$ cat src/rtl/uproc_pkg.sv
// Shared definitions for the uProcessor: instruction field widths, opcode
// encodings, the NOP instruction word and the program-memory state type.
package uproc_pkg;

  localparam int OPC_W_DEF = 5;
  localparam int OPD_W_DEF = 8;
  localparam int INS_W_DEF = OPC_W_DEF + OPD_W_DEF;

  localparam logic [OPC_W_DEF-1:0] OPCODE_NOP    = 5'h00;
  localparam logic [OPC_W_DEF-1:0] OPCODE_LD_IMD = 5'h01;
  localparam logic [OPC_W_DEF-1:0] OPCODE_LD_MEM = 5'h02;
  localparam logic [OPC_W_DEF-1:0] OPCODE_ST_MEM = 5'h03;
  localparam logic [OPC_W_DEF-1:0] OPCODE_ADD_R  = 5'h04;
  localparam logic [OPC_W_DEF-1:0] OPCODE_SUB_R  = 5'h05;
  localparam logic [OPC_W_DEF-1:0] OPCODE_AND_R  = 5'h06;
  localparam logic [OPC_W_DEF-1:0] OPCODE_OR_R   = 5'h07;
  localparam logic [OPC_W_DEF-1:0] OPCODE_XOR_R  = 5'h08;
  localparam logic [OPC_W_DEF-1:0] OPCODE_JMP    = 5'h09;
  localparam logic [OPC_W_DEF-1:0] OPCODE_JZ     = 5'h0A;
  localparam logic [OPC_W_DEF-1:0] OPCODE_HALT   = 5'h1F;

  localparam logic [OPD_W_DEF-1:0] REG_R0 = 8'd0;
  localparam logic [OPD_W_DEF-1:0] REG_R1 = 8'd1;
  localparam logic [OPD_W_DEF-1:0] REG_R2 = 8'd2;
  localparam logic [OPD_W_DEF-1:0] REG_R3 = 8'd3;

  // Opcode occupies the upper bits, operand the lower bits.
  localparam logic [INS_W_DEF-1:0] NOP_WORD = {OPCODE_NOP, {OPD_W_DEF{1'b0}}};

  typedef enum logic [1:0] {
    CLEAR = 2'd0,
    RUN   = 2'd1,
    LOAD  = 2'd2
  } pm_state_t;

  // Builds an instruction word at the default field widths.
  function automatic logic [INS_W_DEF-1:0] pack_ins(
    input logic [OPC_W_DEF-1:0] opc,
    input logic [OPD_W_DEF-1:0] opd
  );
    return {opc, opd};
  endfunction

endpackage

$ cat src/rtl/prog_mem_array.sv
// Program storage: DEPTH x INS_W words with one synchronous write port and one
// synchronous read port whose output register holds until the next read.
module prog_mem_array #(
  parameter int ADDR_W = 6,
  parameter int INS_W  = 13,
  parameter logic [INS_W-1:0] RST_WORD = '0
) (
  input  logic              i_clk,
  input  logic              i_rst,
  input  logic              i_we,
  input  logic [ADDR_W-1:0] i_waddr,
  input  logic [INS_W-1:0]  i_wdata,
  input  logic              i_re,
  input  logic [ADDR_W-1:0] i_raddr,
  output logic [INS_W-1:0]  o_rdata
);

  localparam int DEPTH = 2 ** ADDR_W;

  logic [INS_W-1:0] r_mem [DEPTH];
  logic [INS_W-1:0] r_rdata;

  // Storage has no reset; the controller sweeps NOPs through it after reset.
  always_ff @(posedge i_clk) begin
    if (i_we) begin
      r_mem[i_waddr] <= i_wdata;
    end
  end

  // Read register only updates on a read, so the fetched word is held.
  always_ff @(posedge i_clk) begin
    if (i_rst) begin
      r_rdata <= RST_WORD;
    end else if (i_re) begin
      r_rdata <= r_mem[i_raddr];
    end
  end

  assign o_rdata = r_rdata;

endmodule

$ cat src/rtl/prog_mem_rw.sv
// Writable program memory for the fetch stage. After reset the array is swept
// to NOP, then the core fetches from it; a streaming loader can rewrite it
// starting at address 0 while fetching is paused.
module prog_mem_rw
  import uproc_pkg::*;
#(
  parameter int ADDR_W = 6,
  parameter int OPC_W  = OPC_W_DEF,
  parameter int OPD_W  = OPD_W_DEF
) (
  input  logic                   i_clk,
  input  logic                   i_rst,
  input  logic                   i_fetch_en,
  input  logic [ADDR_W-1:0]      i_fetch_addr,
  output logic                   o_fetch_ready,
  output logic [OPC_W+OPD_W-1:0] o_ins_out,
  output logic                   o_ins_valid,
  input  logic                   i_load_start,
  input  logic                   i_load_valid,
  input  logic [OPC_W+OPD_W-1:0] i_load_data,
  input  logic                   i_load_last,
  output logic                   o_load_ready,
  output logic                   o_load_done,
  output logic                   o_load_err,
  output logic                   o_busy
);

  localparam int INS_W = OPC_W + OPD_W;
  localparam logic [ADDR_W-1:0] LAST_ADDR = {ADDR_W{1'b1}};
  localparam logic [INS_W-1:0]  NOP_INS   = {OPC_W'(OPCODE_NOP), {OPD_W{1'b0}}};

  pm_state_t         r_state;
  pm_state_t         w_state_next;
  logic [ADDR_W-1:0] r_wptr;
  logic [ADDR_W-1:0] w_wptr_next;

  logic              w_we;
  logic [INS_W-1:0]  w_wdata;
  logic              w_fetch_acc;
  logic              w_load_acc;
  logic              w_load_fin;
  logic              w_load_ovf;
  logic [INS_W-1:0]  w_rdata;

  logic              r_fetch_ready;
  logic              r_load_ready;
  logic              r_busy;
  logic              r_ins_valid;
  logic              r_load_done;
  logic              r_load_err;

  // The ready flags mirror the current state, so they double as handshake
  // qualifiers without re-decoding the state here.
  assign w_fetch_acc = i_fetch_en && r_fetch_ready;
  assign w_load_acc  = i_load_valid && r_load_ready;

  // Next-state, write-pointer and write-port control.
  always_comb begin
    w_state_next = r_state;
    w_wptr_next  = r_wptr;
    w_we         = 1'b0;
    w_wdata      = NOP_INS;
    w_load_fin   = 1'b0;
    w_load_ovf   = 1'b0;
    case (r_state)
      CLEAR: begin
        w_we        = 1'b1;
        w_wdata     = NOP_INS;
        w_wptr_next = r_wptr + 1'b1;
        if (r_wptr == LAST_ADDR) begin
          w_state_next = RUN;
        end
      end
      RUN: begin
        if (i_load_start) begin
          w_state_next = LOAD;
          w_wptr_next  = '0;
        end
      end
      LOAD: begin
        if (w_load_acc) begin
          w_we        = 1'b1;
          w_wdata     = i_load_data;
          w_wptr_next = r_wptr + 1'b1;
          if (i_load_last) begin
            w_state_next = RUN;
            w_load_fin   = 1'b1;
          end else if (r_wptr == LAST_ADDR) begin
            w_state_next = RUN;
            w_load_ovf   = 1'b1;
          end
        end
      end
      default: begin
        w_state_next = CLEAR;
        w_wptr_next  = '0;
      end
    endcase
  end

  // State and write pointer; reset restarts the NOP sweep from address 0.
  always_ff @(posedge i_clk) begin
    if (i_rst) begin
      r_state <= CLEAR;
      r_wptr  <= '0;
    end else begin
      r_state <= w_state_next;
      r_wptr  <= w_wptr_next;
    end
  end

  // Registered status flags and one-cycle pulses, decoded from the next state
  // so they line up with the state register.
  always_ff @(posedge i_clk) begin
    if (i_rst) begin
      r_fetch_ready <= 1'b0;
      r_load_ready  <= 1'b0;
      r_busy        <= 1'b1;
      r_ins_valid   <= 1'b0;
      r_load_done   <= 1'b0;
      r_load_err    <= 1'b0;
    end else begin
      r_fetch_ready <= (w_state_next == RUN);
      r_load_ready  <= (w_state_next == LOAD);
      r_busy        <= (w_state_next == CLEAR) || (w_state_next == LOAD);
      r_ins_valid   <= w_fetch_acc;
      r_load_done   <= w_load_fin;
      r_load_err    <= w_load_ovf;
    end
  end

  prog_mem_array #(
    .ADDR_W   (ADDR_W),
    .INS_W    (INS_W),
    .RST_WORD (NOP_INS)
  ) u_array (
    .i_clk   (i_clk),
    .i_rst   (i_rst),
    .i_we    (w_we),
    .i_waddr (r_wptr),
    .i_wdata (w_wdata),
    .i_re    (w_fetch_acc),
    .i_raddr (i_fetch_addr),
    .o_rdata (w_rdata)
  );

  assign o_ins_out     = w_rdata;
  assign o_fetch_ready = r_fetch_ready;
  assign o_ins_valid   = r_ins_valid;
  assign o_load_ready  = r_load_ready;
  assign o_load_done   = r_load_done;
  assign o_load_err    = r_load_err;
  assign o_busy        = r_busy;

endmodule

$ cat config.mk
export PLATFORM = sky130hd
export DESIGN_NAME = prog_mem_rw
export DESIGN_NICKNAME = d
export VERILOG_FILES = /design/src/rtl/uproc_pkg.sv /design/src/rtl/prog_mem_array.sv /design/src/rtl/prog_mem_rw.sv
export SDC_FILE = /design/constraint.sdc
export NUM_CORES = 1
export LEC_CHECK = 0
export CORE_UTILIZATION = 40
export CTS_CLUSTER_SIZE = 20
export DETAILED_ROUTE_END_ITERATION = 10
export REMOVE_ABC_BUFFERS = 1
export SETUP_SLACK_MARGIN = 0.3
export SYNTH_ARGS = -nofsm -noshare
export SYNTH_HDL_FRONTEND = slang
export SYNTH_SLANG_ARGS = --single-unit
$ cat constraint.sdc
create_clock -name i_clk -period 3.1 [get_ports i_clk]
set_clock_uncertainty 0.2 [all_clocks]
set_input_delay 0.465 -clock i_clk [delete_from_list [all_inputs] [get_ports i_clk]]
set_output_delay 0.465 -clock i_clk [all_outputs]
set_load 0.02 [all_outputs]
* Word-level counts from Yosys, hierarchy flattened
Memories as Yosys holds them, arrays and structs flattened. A register that Yosys moved wholly into a read port is not among the register bits. Cells that the tools add are included. Widths: inputs -> output; s select.
Storage, ports and cells: flip-flop bits (word level) 14, bits in writable memories 832, output and inout bits 19, logic and storage cells 43, memories 1
Operators by class: add/subtract/negate cells 1, equality and inequality tests 7, muxes and demuxes 16, bitwise logic cells 2, reductions and logical operators 8
Memory list:
- u_array.r_mem | depth 64, bits a word 13, read ports 1, clocked after memory_dff 1, write ports 1, line prog_mem_array.sv:20 | logic [INS_W-1:0] r_mem [DEPTH];
Operators with widths (count):
- $mux 13 | 2
- $pmux 6 s3 | 1
- $mux 6 | 2
- $mux 2 | 4
- $add 6x1->6 const B | 1
- $eq 6x6->1 const B | 1
- $pmux 2 s3 | 1
- $mux 1 | 5
- $eq 2x1->1 const B | 2
- $eq 2x2->1 const B | 2
- $logic_not 2->1 | 2
- $ne 2x2->1 const B | 2
- $reduce_or 4->1 | 1
- $reduce_or 3->1 | 1
- $logic_and 1x1->1 | 2
- $not 1->1 | 2
- $pmux 1 s2 | 1
- $reduce_and 2->1 | 1
- $logic_or 1x1->1 | 1

* Longest topological paths before layout
Gate-level depths: netlist of run 1.
depth after elaboration 7, depth in mapped cells 8, mapped depth without buffers 6

* Modules after synthesis
From an unflattened synthesis of run 1, not the netlist that was laid out.
Second synthesis, totals: cell total of the unflattened synthesis 1701, area total of the unflattened synthesis 33354.5 um2
By module, submodules not included:
- prog_mem_array | times used 1, cells an instance 1624, area an instance 32655.1 um2, sequential area each 25244.2 um2
- prog_mem_rw | times used 1, cells an instance 77, area an instance 699.4 um2, sequential area each 280.3 um2

* Worst setup path after synthesis of run 1
No wires, ideal clock.
kind reg-to-reg, from register r_load_ready, in the netlist o_load_ready, to memory u_array.r_mem[0][10], data pin, library setup time 0.367 ns, arrival 2.115 ns, data required time 2.533 ns, setup slack 0.418 ns, cell stages (with the launch flop) 5, cell sequence dfxtp_1 -> nand2_1 -> nor3b_1 -> clkbuf_1 -> and2_1
Between the ends: cells in the longest elaborated chain, start to end 3
Ends and longest elaborated chain:
- start, declared | line prog_mem_rw.sv:46 | logic r_load_ready;
- start signal, assigned | line prog_mem_rw.sv:124 | r_load_ready <= (w_state_next == LOAD);
- $logic_and 1x1->1 | line prog_mem_rw.sv:55 | assign w_load_acc = i_load_valid && r_load_ready;
- $mux 13 | line prog_mem_rw.sv:81 | if (w_load_acc) begin
- $mux 13 | line prog_mem_rw.sv:65 | case (r_state)
- named net u_array.i_wdata[10] | line prog_mem_array.sv:12 | input logic [INS_W-1:0] i_wdata,
- end, declared | line prog_mem_array.sv:20
The timed path passes the listed nets, and every way through them passes these cells.

==> results of run 1 <==
[flip-flops by register name, indices dropped and copies added, names as in the netlist]
name,count
u_array.r_mem,832
u_array.o_rdata,13
r_wptr,6
r_state,2
o_busy,1
o_fetch_ready,1
o_ins_valid,1
o_load_done,1
o_load_err,1
o_load_ready,1
[metrics by stage]
| stage | worst slack, ns | util | area, sq um | total power, uW |
|---|---|---|---|---|
| 2_1_floorplan | -0.460 | - | 32800 | 13200 |
| 3_3_place_gp | -0.0400 | 0.446 | 36700 | 13700 |
| 3_5_place_dp | -0.0882 | 0.446 | 36700 | 13700 |
| 4_1_cts | 0.586 | 0.482 | 39700 | 24500 |
| 5_1_grt | 0.400 | 0.482 | 39700 | 25000 |
| 6_report | 0.532 | 0.482 | 39700 | 24400 |
[power by group]
part / total (uW) / switching, uW / internal, uW
clock: 10900 / 4440 / 6440
combinational: 865 / 501 / 364
sequential: 12600 / 17.5 / 12600
[area by class of cell]
type | instances | area share
flip-flops and latches | 859 | 0.643
well taps | 1070 | 0.0338
inverters | 4 | 0.000379
repair buffers | 213 | 0.0634
clock inverters | 59 | 0.0169
multi-input cells | 778 | 0.183
clock buffers | 101 | 0.0589
[worst register-to-register path: cells and delay by family, from the launching register on]
| kind | cells | cell delay (ns) |
|---|---|---|
| flops | 1 | 0.33 |
| buf+inv | 2 | 0.40 |
| simple gates | 4 | 0.96 |
| compound gates | 1 | 0.25 |
[cells in the mapped netlist, drive strengths merged (3+ instances only)]
library cell    n  share of area
a211oi          3        0.00068
a21oi          45         0.0068
a22oi         117          0.026
a41oi          13         0.0034
and2           16         0.0030
buf            55          0.011
clkbuf         40         0.0045
dfxtp          27          0.016
edfxtp        832           0.75
inv             4        0.00045
mux2i         221          0.067
mux4          103          0.072
nand2          54         0.0061
nand3          57         0.0086
nand3b          5         0.0011
nor2           84         0.0096
nor2b           7         0.0013
o211ai         12         0.0027
o21ai           3        0.00045
or3            15         0.0028
xor2            3        0.00079
[cells by family after synthesis]
| kind of cell | Yosys count | synth area share |
|---|---|---|
| xor gates and xnor gates | 4 | 0.00105 |
| DFF | 859 | 0.767 |
| buffers and inverters | 99 | 0.0156 |
| muxes | 326 | 0.139 |
| and+or+nand+nor | 253 | 0.0358 |
| adders and majority gates | 1 | 0.000376 |
| AOI/OAI and AO/OA | 194 | 0.0407 |
[path summary, 6_finish.rpt]
kind / end / slack [ns]
setup reg to reg: u_array.r_mem[24][9]$_DFFE_PP_ / 0.66
hold / removal: r_wptr[1]$_SDFFE_PP0P_ / 0.36
hold reg to reg: r_wptr[1]$_SDFFE_PP0P_ / 0.36
setup / recovery: u_array.o_rdata[12]$_SDFFE_PP0P_ / 0.53
[routing by layer]
| metal | part of all wire | global-route usage | vias up |
|---|---|---|---|
| li1 | - | - | 7515 |
| met1 | 0.43 | 0.271 | 8925 |
| met2 | 0.48 | 0.308 | 599 |
| met3 | 0.062 | 0.0280 | 131 |
| met4 | 0.027 | 0.0625 | 2 |
| met5 | 0.00016 | 0 | - |
==> impl_metrics.py, run 1 <==
metrics = {
    "clocking": {
        "tritoncts": "yes",
        "cts_max_path_buffers": 3,
        "htree_levels": 3,
        "worstSkewPairLatency_ns": 0.64,
        "path_clk_slew_ns": 0.06,
        "cts.repair.resized": 0,
        "cts_setup_buffers": 0,
        "cts_buffers": 88,
        "cts-root-buf": "clkbuf_16",
        "clkSinkCount": 859,
        "hold_buffers": 0,
    },
    "sta": {
        "clock.fmax_mhz": 389,
        "setup_viol": 0,
        "timing.slew.headroom": 0.317,
        "slew_viol_final": 0,
        "post-route-min-period_ns": 2.57,
        "tns_ns": 0,
        "timing.final.crit_share": 0.828,
        "rsz0062_at_grt": "no",
        "whs_ns": 0.361,
        "hold_viol_final": 0,
        "tightestPinTransition_ns": 1.02,
    },
    "critical_path": {
        "cp-end-kind": "flip-flop",
        "cp_common_cell": "buf_4",
        "required_ns": 3.41,
        "cpMaxStageDelayCell": "clkdlybuf4s50_1",
        "path_max_fanout": 52,
        "reg2reg_depth": 7,
        "critPathTopFamily": "buffers and inverters",
        "slowest_delay_ns": 0.59,
        "startpoint": "i_fetch_addr[3]",
        "arrival_ns": 2.88,
        "critical_path_depth": 9,
        "worstSetupPathType": "in -> reg",
        "r2r-start": "o_load_ready$_SDFF_PP0_",
        "path_cells": "clkdlybuf4s50_1, buf_4, nor2b_4, buf_12, a22oi_1, nand3_1, a41oi_1, buf_4, or3_1",
        "crit_buf_inv": 4,
        "setup.worst_path.start_class": "input port",
    },
    "detailed_routing": {
        "vias": 17200,
        "drc": 0,
        "wl_um": 81300,
        "drt_iter0_drc": 1742,
        "drtAntennaViolNets": 0,
        "vias_per_cell": 5.57,
        "post_drt_wl_per_cell_um": 26.4,
        "firstDrtPassIters": 7,
    },
    "cells_and_area": {
        "fillCellCount": 6762,
        "area_delta_synth_final_pct": 19.2,
        "final_cell_mix": "edfxtp_1, mux2i_1, a22oi_1",
        "drive_gt1_frac": 0.207,
        "antenna_cells": 0,
        "final_common_cell": "edfxtp_1",
        "post_layout_nonfiller_instances": 3084,
        "multiInputGateArea_sq_um": 7270,
        "nNetsFinal": 1970,
        "ff_latch_area_sq_um": 25500,
    },
    "synthesis": {
        "ys.flop_type": "edfxtp_1",
        "yosysUniqueCellTypes": 44,
        "async_flop_share": 0,
        "syn_inst": 1736,
        "ys_seq_elements": 859,
        "avgSynthCellArea_sq_um": 19.2,
        "netlist_area_sq_um": 33300,
        "ys.warnings.count": 0,
        "ys_seq_area_frac": 0.767,
        "synth_edf_count": 832,
    },
    "floorplanning": {
        "initial_core_util": 0.404,
        "fp.dieArea_sq_um": 84300,
        "core_area_sq_um": 82200,
        "die_w_um": 290,
        "num_rows": 105,
        "io-pin-count": 44,
        "die_y_um": 290,
    },
    "power": {
        "p_leak_uw": 0.0140,
        "power.density_nw_per_um2": 614,
        "ir_worst_vdd_mv": 0.593,
    },
    "placed_design": {
        "io_buffers": 43,
        "place_congestion": 0.900,
        "place_inst": 2924,
        "dp_hpwl_um": 51700,
    },
    "grt": {
        "track_usage": 0.192,
        "grt_pass1_wl_um": 118000,
        "grt_max_degree": 65,
        "grt_pass1_vias": 17000,
        "antenna_found_initial": 3,
        "grt_overflow": 0,
    },
    "min_path": {
        "whs_path_depth": 2,
        "hold_path_startpoint": "r_wptr[1]$_SDFFE_PP0P_",
        "hold_path.class": "reg -> reg",
    },
    "run_status": {
        "status": "complete, no violations",
    },
    "flow_run": {
        "maxCapViolCount": 0,
    },
}
(Power assumes the default switching activity.)
==> run 2: changes to the inputs <==
==> constraint.sdc (replaced) <==
create_clock -name i_clk -period 2.35 [get_ports i_clk]
set_clock_uncertainty 0.2 [all_clocks]
set_input_delay 0.3525 -clock i_clk [delete_from_list [all_inputs] [get_ports i_clk]]
set_output_delay 0.3525 -clock i_clk [all_outputs]
set_load 0.02 [all_outputs]
==> impl_metrics.py, run 2 (same netlist as run 1, synthesis figures left out) <==
metrics = {
    "placed_design": {
        "io_buffers": 43,
        "pre_cts_slack_ns": -0.734,
        "dp_hpwl_um": 55500,
        "place_congestion": 0.904,
        "place_inst": 3016,
        "placed_cell_area_sq_um": 37900,
    },
    "power": {
        "switchingPower_uw": 6600,
        "p_leak_uw": 0.0153,
        "netSwitchingFraction": 0.211,
        "clockPowerShare": 0.422,
        "p_comb_frac": 0.046,
        "power.internal_uw": 24700,
        "seqPwrFrac": 0.533,
        "power.density_nw_per_um2": 732,
        "ir_worst_vdd_mv": 0.712,
    },
    "critical_path": {
        "worstSetupPathType": "in -> reg",
        "reg2reg_depth": 10,
        "setup.worst_path.start_class": "input port",
        "cp-end-kind": "flip-flop",
        "required_ns": 2.67,
        "cp_common_cell": "buf_4",
        "r2r-start": "o_load_ready$_SDFF_PP0_",
        "r2r_end": "u_array.r_mem[36][8]$_DFFE_PP_",
        "arrival_ns": 2.47,
        "path_cells": "clkdlybuf4s50_1, buf_4, nand2b_2, buf_4, a21oi_1, nand3_1, a41oi_2, or4_1",
        "cpMaxStageDelayCell": "clkdlybuf4s50_1",
        "path_max_fanout": 8,
        "slowest_delay_ns": 0.58,
        "reg2reg_slack_ns": 0.20,
    },
    "cells_and_area": {
        "largest_reg_flops": 832,
        "nNetsFinal": 2137,
        "regMostFlops": "u_array.r_mem",
        "final_cell_mix": "edfxtp_1, mux2i_1, buf_4",
        "ff_latch_area_sq_um": 25500,
        "fillCellCount": 6470,
        "fin_area_sq_um": 42700,
        "final_common_cell": "edfxtp_1",
        "drive_gt1_frac": 0.316,
        "area_delta_synth_final_pct": 28.4,
        "multiInputGateArea_sq_um": 7940,
        "post_layout_nonfiller_instances": 3251,
    },
    "min_path": {
        "whs_path_depth": 3,
        "hold_path_startpoint": "i_rst",
        "holdPathEnd": "r_wptr[0]$_SDFFE_PP0P_",
        "hold_path.class": "in -> reg",
    },
    "detailed_routing": {
        "vias": 18100,
        "drc": 0,
        "firstDrtPassIters": 5,
        "drt_iter0_drc": 2076,
        "post_drt_wl_per_cell_um": 27.8,
        "drtAntennaViolNets": 0,
        "vias_per_cell": 5.58,
        "wl_um": 90400,
    },
    "floorplanning": {
        "initial_core_util": 0.404,
        "core_area_sq_um": 82200,
        "num_rows": 105,
        "die_w_um": 290,
        "die_y_um": 290,
        "fp.dieArea_sq_um": 84300,
        "io-pin-count": 44,
    },
    "sta": {
        "post-route-worst-setup-slack_ns": 0.200,
        "rsz0062_at_grt": "yes",
        "clock.fmax_mhz": 465,
        "post-route-min-period_ns": 2.15,
        "hold_viol_final": 0,
        "timing.slew.headroom": 0.599,
        "setup_viol": 0,
        "slew_viol_final": 0,
        "timing.final.crit_share": 0.915,
        "tightestPinTransition_ns": 0.600,
    },
    "clocking": {
        "hold_buffers": 0,
        "cts-root-buf": "clkbuf_16",
        "clkSinkCount": 859,
        "htree_levels": 3,
        "cts_buffers": 86,
        "path_clk_slew_ns": 0.06,
        "tritoncts": "yes",
        "cts_max_path_buffers": 3,
        "worstSkewPairLatency_ns": 0.65,
    },
    "grt": {
        "grt_pass1_vias": 17700,
        "grt_max_degree": 37,
        "track_usage": 0.197,
        "grt_pass1_wl_um": 121000,
        "grt_overflow": 0,
        "antenna_found_initial": 7,
    },
    "flow_run": {
        "maxCapViolCount": 0,
    },
    "run_status": {
        "status": "complete, no violations",
    },
}
==> run 2: layout make-up <==
type / count / area share
Sequential cell: 859 / 0.598
Antenna cell: 1 / 0.0000586
Timing Repair Buffer: 382 / 0.121
Tap cell: 1070 / 0.0313
Clock inverter: 52 / 0.00975
Clock buffer: 105 / 0.0542
Inverter: 4 / 0.000351
Multi-Input combinational cell: 778 / 0.186
==> run 2: how the worst max path moves through the flow <==
stage                              startpoint  cells past startpoint                               to
2_1_floorplan                 i_fetch_addr[3]                      5  u_array.o_rdata[3]$_SDFFE_PP0P_
6_report                      i_fetch_addr[1]                      8  u_array.o_rdata[3]$_SDFFE_PP0P_
4_1_cts        u_array.r_mem[28][7]$_DFFE_PP_                      4  u_array.o_rdata[7]$_SDFFE_PP0P_
3_5_place_dp                  i_fetch_addr[3]                      8  u_array.o_rdata[2]$_SDFFE_PP0P_
5_1_grt               o_load_ready$_SDFF_PP0_                     10    u_array.r_mem[9][8]$_DFFE_PP_
3_3_place_gp                  i_fetch_addr[3]                      7  u_array.o_rdata[2]$_SDFFE_PP0P_
==> run 2: worst max-delay path, delay by kind of cell <==
family / cells / cell delay, ns
buffers and inverters: 3 / 0.97
and+or+nand+nor: 3 / 0.88
AOI/OAI and AO/OA: 2 / 0.27
==> run 2: per-layer routing <==
layer  part of all wire  track usage  routed length (um)  vias to the layer above
li1                   -            -                   -                     7846
met1               0.40        0.263               35900                     9403
met2               0.50        0.333               45100                      764
met3              0.075       0.0332                6740                      133
met4              0.030       0.0555                2710                        0
met5                  0            0                   0                        -
==> run 2: power by group through the flow <==
stage	Clock (uW)	Combinational, uW	Sequential [uW]
2_1_floorplan	0	484	17000
3_3_place_gp	0	1260	17000
3_5_place_dp	0	1270	17000
4_1_cts	13400	1330	16600
5_1_grt	14000	1490	16600
6_report	13200	1420	16600
==> run 2: stage by stage <==
stage,utilization,total power (uW),setup TNS [ns],hold WS [ns]
6_report,0.519,31300,0,0.254
5_1_grt,0.519,32100,0,0.271
4_1_cts,0.502,31400,0,0.209
3_5_place_dp,0.461,18200,-420.93,0.341
3_3_place_gp,0.461,18200,-380.31,0.334
2_1_floorplan,-,17400,-405.03,0.222
==> run 2: timing repair <==
action | CTS | global route
cloned | 13 | 38
setup endpoints to repair | 1172 | 1275
pin swaps | 6 | 28
resized for setup | 145 | 173
buffers inserted | 3 | 23
==> run 3: changes to the inputs <==
--- a/config.mk
+++ b/config.mk
@@ -6,6 +6,7 @@
 export NUM_CORES = 1
 export LEC_CHECK = 0
 export CORE_UTILIZATION = 40
+export CTS_CLUSTER_DIAMETER = 60
 export CTS_CLUSTER_SIZE = 20
 export DETAILED_ROUTE_END_ITERATION = 10
 export REMOVE_ABC_BUFFERS = 1
==> impl_metrics.py, run 3 (same netlist as run 1, synthesis figures left out) <==
metrics = {
    "power": {
        "power.internal_uw": 22200,
        "p_leak_uw": 0.0144,
        "seqPwrFrac": 0.592,
        "switchingPower_uw": 5910,
        "netSwitchingFraction": 0.210,
        "ir_worst_vdd_mv": 0.676,
        "clockPowerShare": 0.359,
        "p_comb_frac": 0.050,
        "power.density_nw_per_um2": 684,
    },
    "floorplanning": {
        "die_y_um": 290,
        "fp.dieArea_sq_um": 84300,
        "initial_core_util": 0.404,
        "io-pin-count": 44,
        "num_rows": 105,
        "core_area_sq_um": 82200,
        "die_w_um": 290,
    },
    "critical_path": {
        "cp-end-kind": "flip-flop",
        "reg2reg_depth": 10,
        "required_ns": 2.48,
        "arrival_ns": 2.23,
        "worstSetupPathType": "reg -> reg",
        "path_max_fanout": 7,
        "setup.worst_path.start_class": "flip-flop",
    },
    "cells_and_area": {
        "final_cell_mix": "edfxtp_1, mux2i_1, buf_4",
        "final_common_cell": "edfxtp_1",
        "fillCellCount": 6635,
        "largest_reg_flops": 832,
        "nNetsFinal": 2075,
        "area_delta_synth_final_pct": 23.5,
        "drive_gt1_frac": 0.290,
        "regMostFlops": "u_array.r_mem",
        "fin_util": 0.500,
    },
    "sta": {
        "tightestPinTransition_ns": 0.622,
        "rsz0062_at_grt": "yes",
        "post-route-worst-setup-slack_ns": 0.251,
        "hold_viol_final": 0,
        "timing.slew.headroom": 0.585,
        "post-route-min-period_ns": 2.10,
        "slew_viol_final": 0,
        "timing.final.crit_share": 0.893,
        "setup_viol": 0,
        "clock.fmax_mhz": 476,
    },
    "grt": {
        "grt_pass1_vias": 17300,
        "grt_overflow": 0,
        "track_usage": 0.192,
        "grt_max_degree": 65,
        "antenna_found_initial": 4,
        "grt_pass1_wl_um": 119000,
    },
    "detailed_routing": {
        "drt_iter0_drc": 1837,
        "post_drt_wl_per_cell_um": 27.3,
        "drc": 0,
        "vias": 17700,
        "firstDrtPassIters": 5,
        "wl_um": 86300,
        "drtAntennaViolNets": 0,
        "vias_per_cell": 5.60,
    },
    "run_status": {
        "status": "complete, no violations",
    },
    "clocking": {
        "cts_max_path_buffers": 3,
        "tritoncts": "yes",
        "hold_buffers": 0,
        "worstSkewPairLatency_ns": 0.65,
        "cts_buffers": 55,
        "clkSinkCount": 859,
        "cts-root-buf": "clkbuf_16",
        "htree_levels": 2,
        "path_clk_slew_ns": 0.09,
    },
    "flow_run": {
        "maxCapViolCount": 0,
    },
    "placed_design": {
        "io_buffers": 43,
        "dp_hpwl_um": 55500,
        "pre_cts_slack_ns": -0.734,
        "place_congestion": 0.904,
    },
    "min_path": {
        "hold_path.class": "in -> reg",
        "whs_path_depth": 3,
    },
}
run 3: worst max-delay path, stage by stage (launching register included):
cell and delay [ns]:
dfxtp_2 0.33, nand2_2 0.06, buf_12 0.15, a21oi_4 0.13, nor2b_4 0.19, buf_6 0.13
nand2_4 0.07, buf_6 0.15, nor2_4 0.16, buf_6 0.12, buf_12 0.11
run 3: power groups by stage:
stage          sequential, uW  combinational, uW  clock (uW)
6_report                16600               1400       10100
2_1_floorplan           17000                484           0
4_1_cts                 16600               1330       10200
5_1_grt                 16600               1460       10700
3_3_place_gp            17000               1260           0
3_5_place_dp            17000               1270           0
run 3: area by class of cell:
cell class / instances / area (sq um) / area share
Antenna cell: 1 / 2.50 / 0.0000609
Clock buffer: 71 / 1470 / 0.0357
Clock inverter: 25 / 298 / 0.00725
Inverter: 4 / 15.0 / 0.000365
Multi-Input combinational cell: 778 / 7820 / 0.190
Sequential cell: 859 / 25500 / 0.621
Tap cell: 1070 / 1340 / 0.0326
Timing Repair Buffer: 351 / 4610 / 0.112
run 3: path summary, 6_finish.rpt:
path / startpoint / endpoint / slack [ns]
max: o_load_ready$_SDFF_PP0_ / u_array.r_mem[12][7]$_DFFE_PP_ / 0.25
min: i_rst / r_state[1]$_SDFF_PP0_ / 0.24
max reg2reg: o_load_ready$_SDFF_PP0_ / u_array.r_mem[12][7]$_DFFE_PP_ / 0.25
min reg2reg: r_wptr[1]$_SDFFE_PP0P_ / r_wptr[1]$_SDFFE_PP0P_ / 0.37
run 3: per-layer routing:
| metal | vias up | wire [um] | GRT usage |
|---|---|---|---|
| li1 | 7699 | - | - |
| met1 | 9233 | 34600 | 0.259 |
| met2 | 662 | 43500 | 0.322 |
| met3 | 105 | 5900 | 0.0362 |
| met4 | 0 | 2230 | 0.0479 |
| met5 | - | 0 | 0 |
run 3: timing repair:
action	in CTS	in global routing
pin swaps	4	24
cloned	5	25
endpoints found under the hold margin	0	0
gates resized for setup	104	167
endpoints found under the setup margin	1015	1304
buffers inserted	3	13
run 3: metrics by stage:
step	setup TNS [ns]	total power (uW)	cells	hold WS (ns)	area, sq um
2_1_floorplan	-405.03	17400	1641	0.222	32800
3_3_place_gp	-380.31	18200	3016	0.334	37900
3_5_place_dp	-420.93	18200	3016	0.341	37900
4_1_cts	0	28200	3120	0.190	40000
5_1_grt	0	28800	3159	0.246	41100
6_report	0	28100	3159	0.237	41100
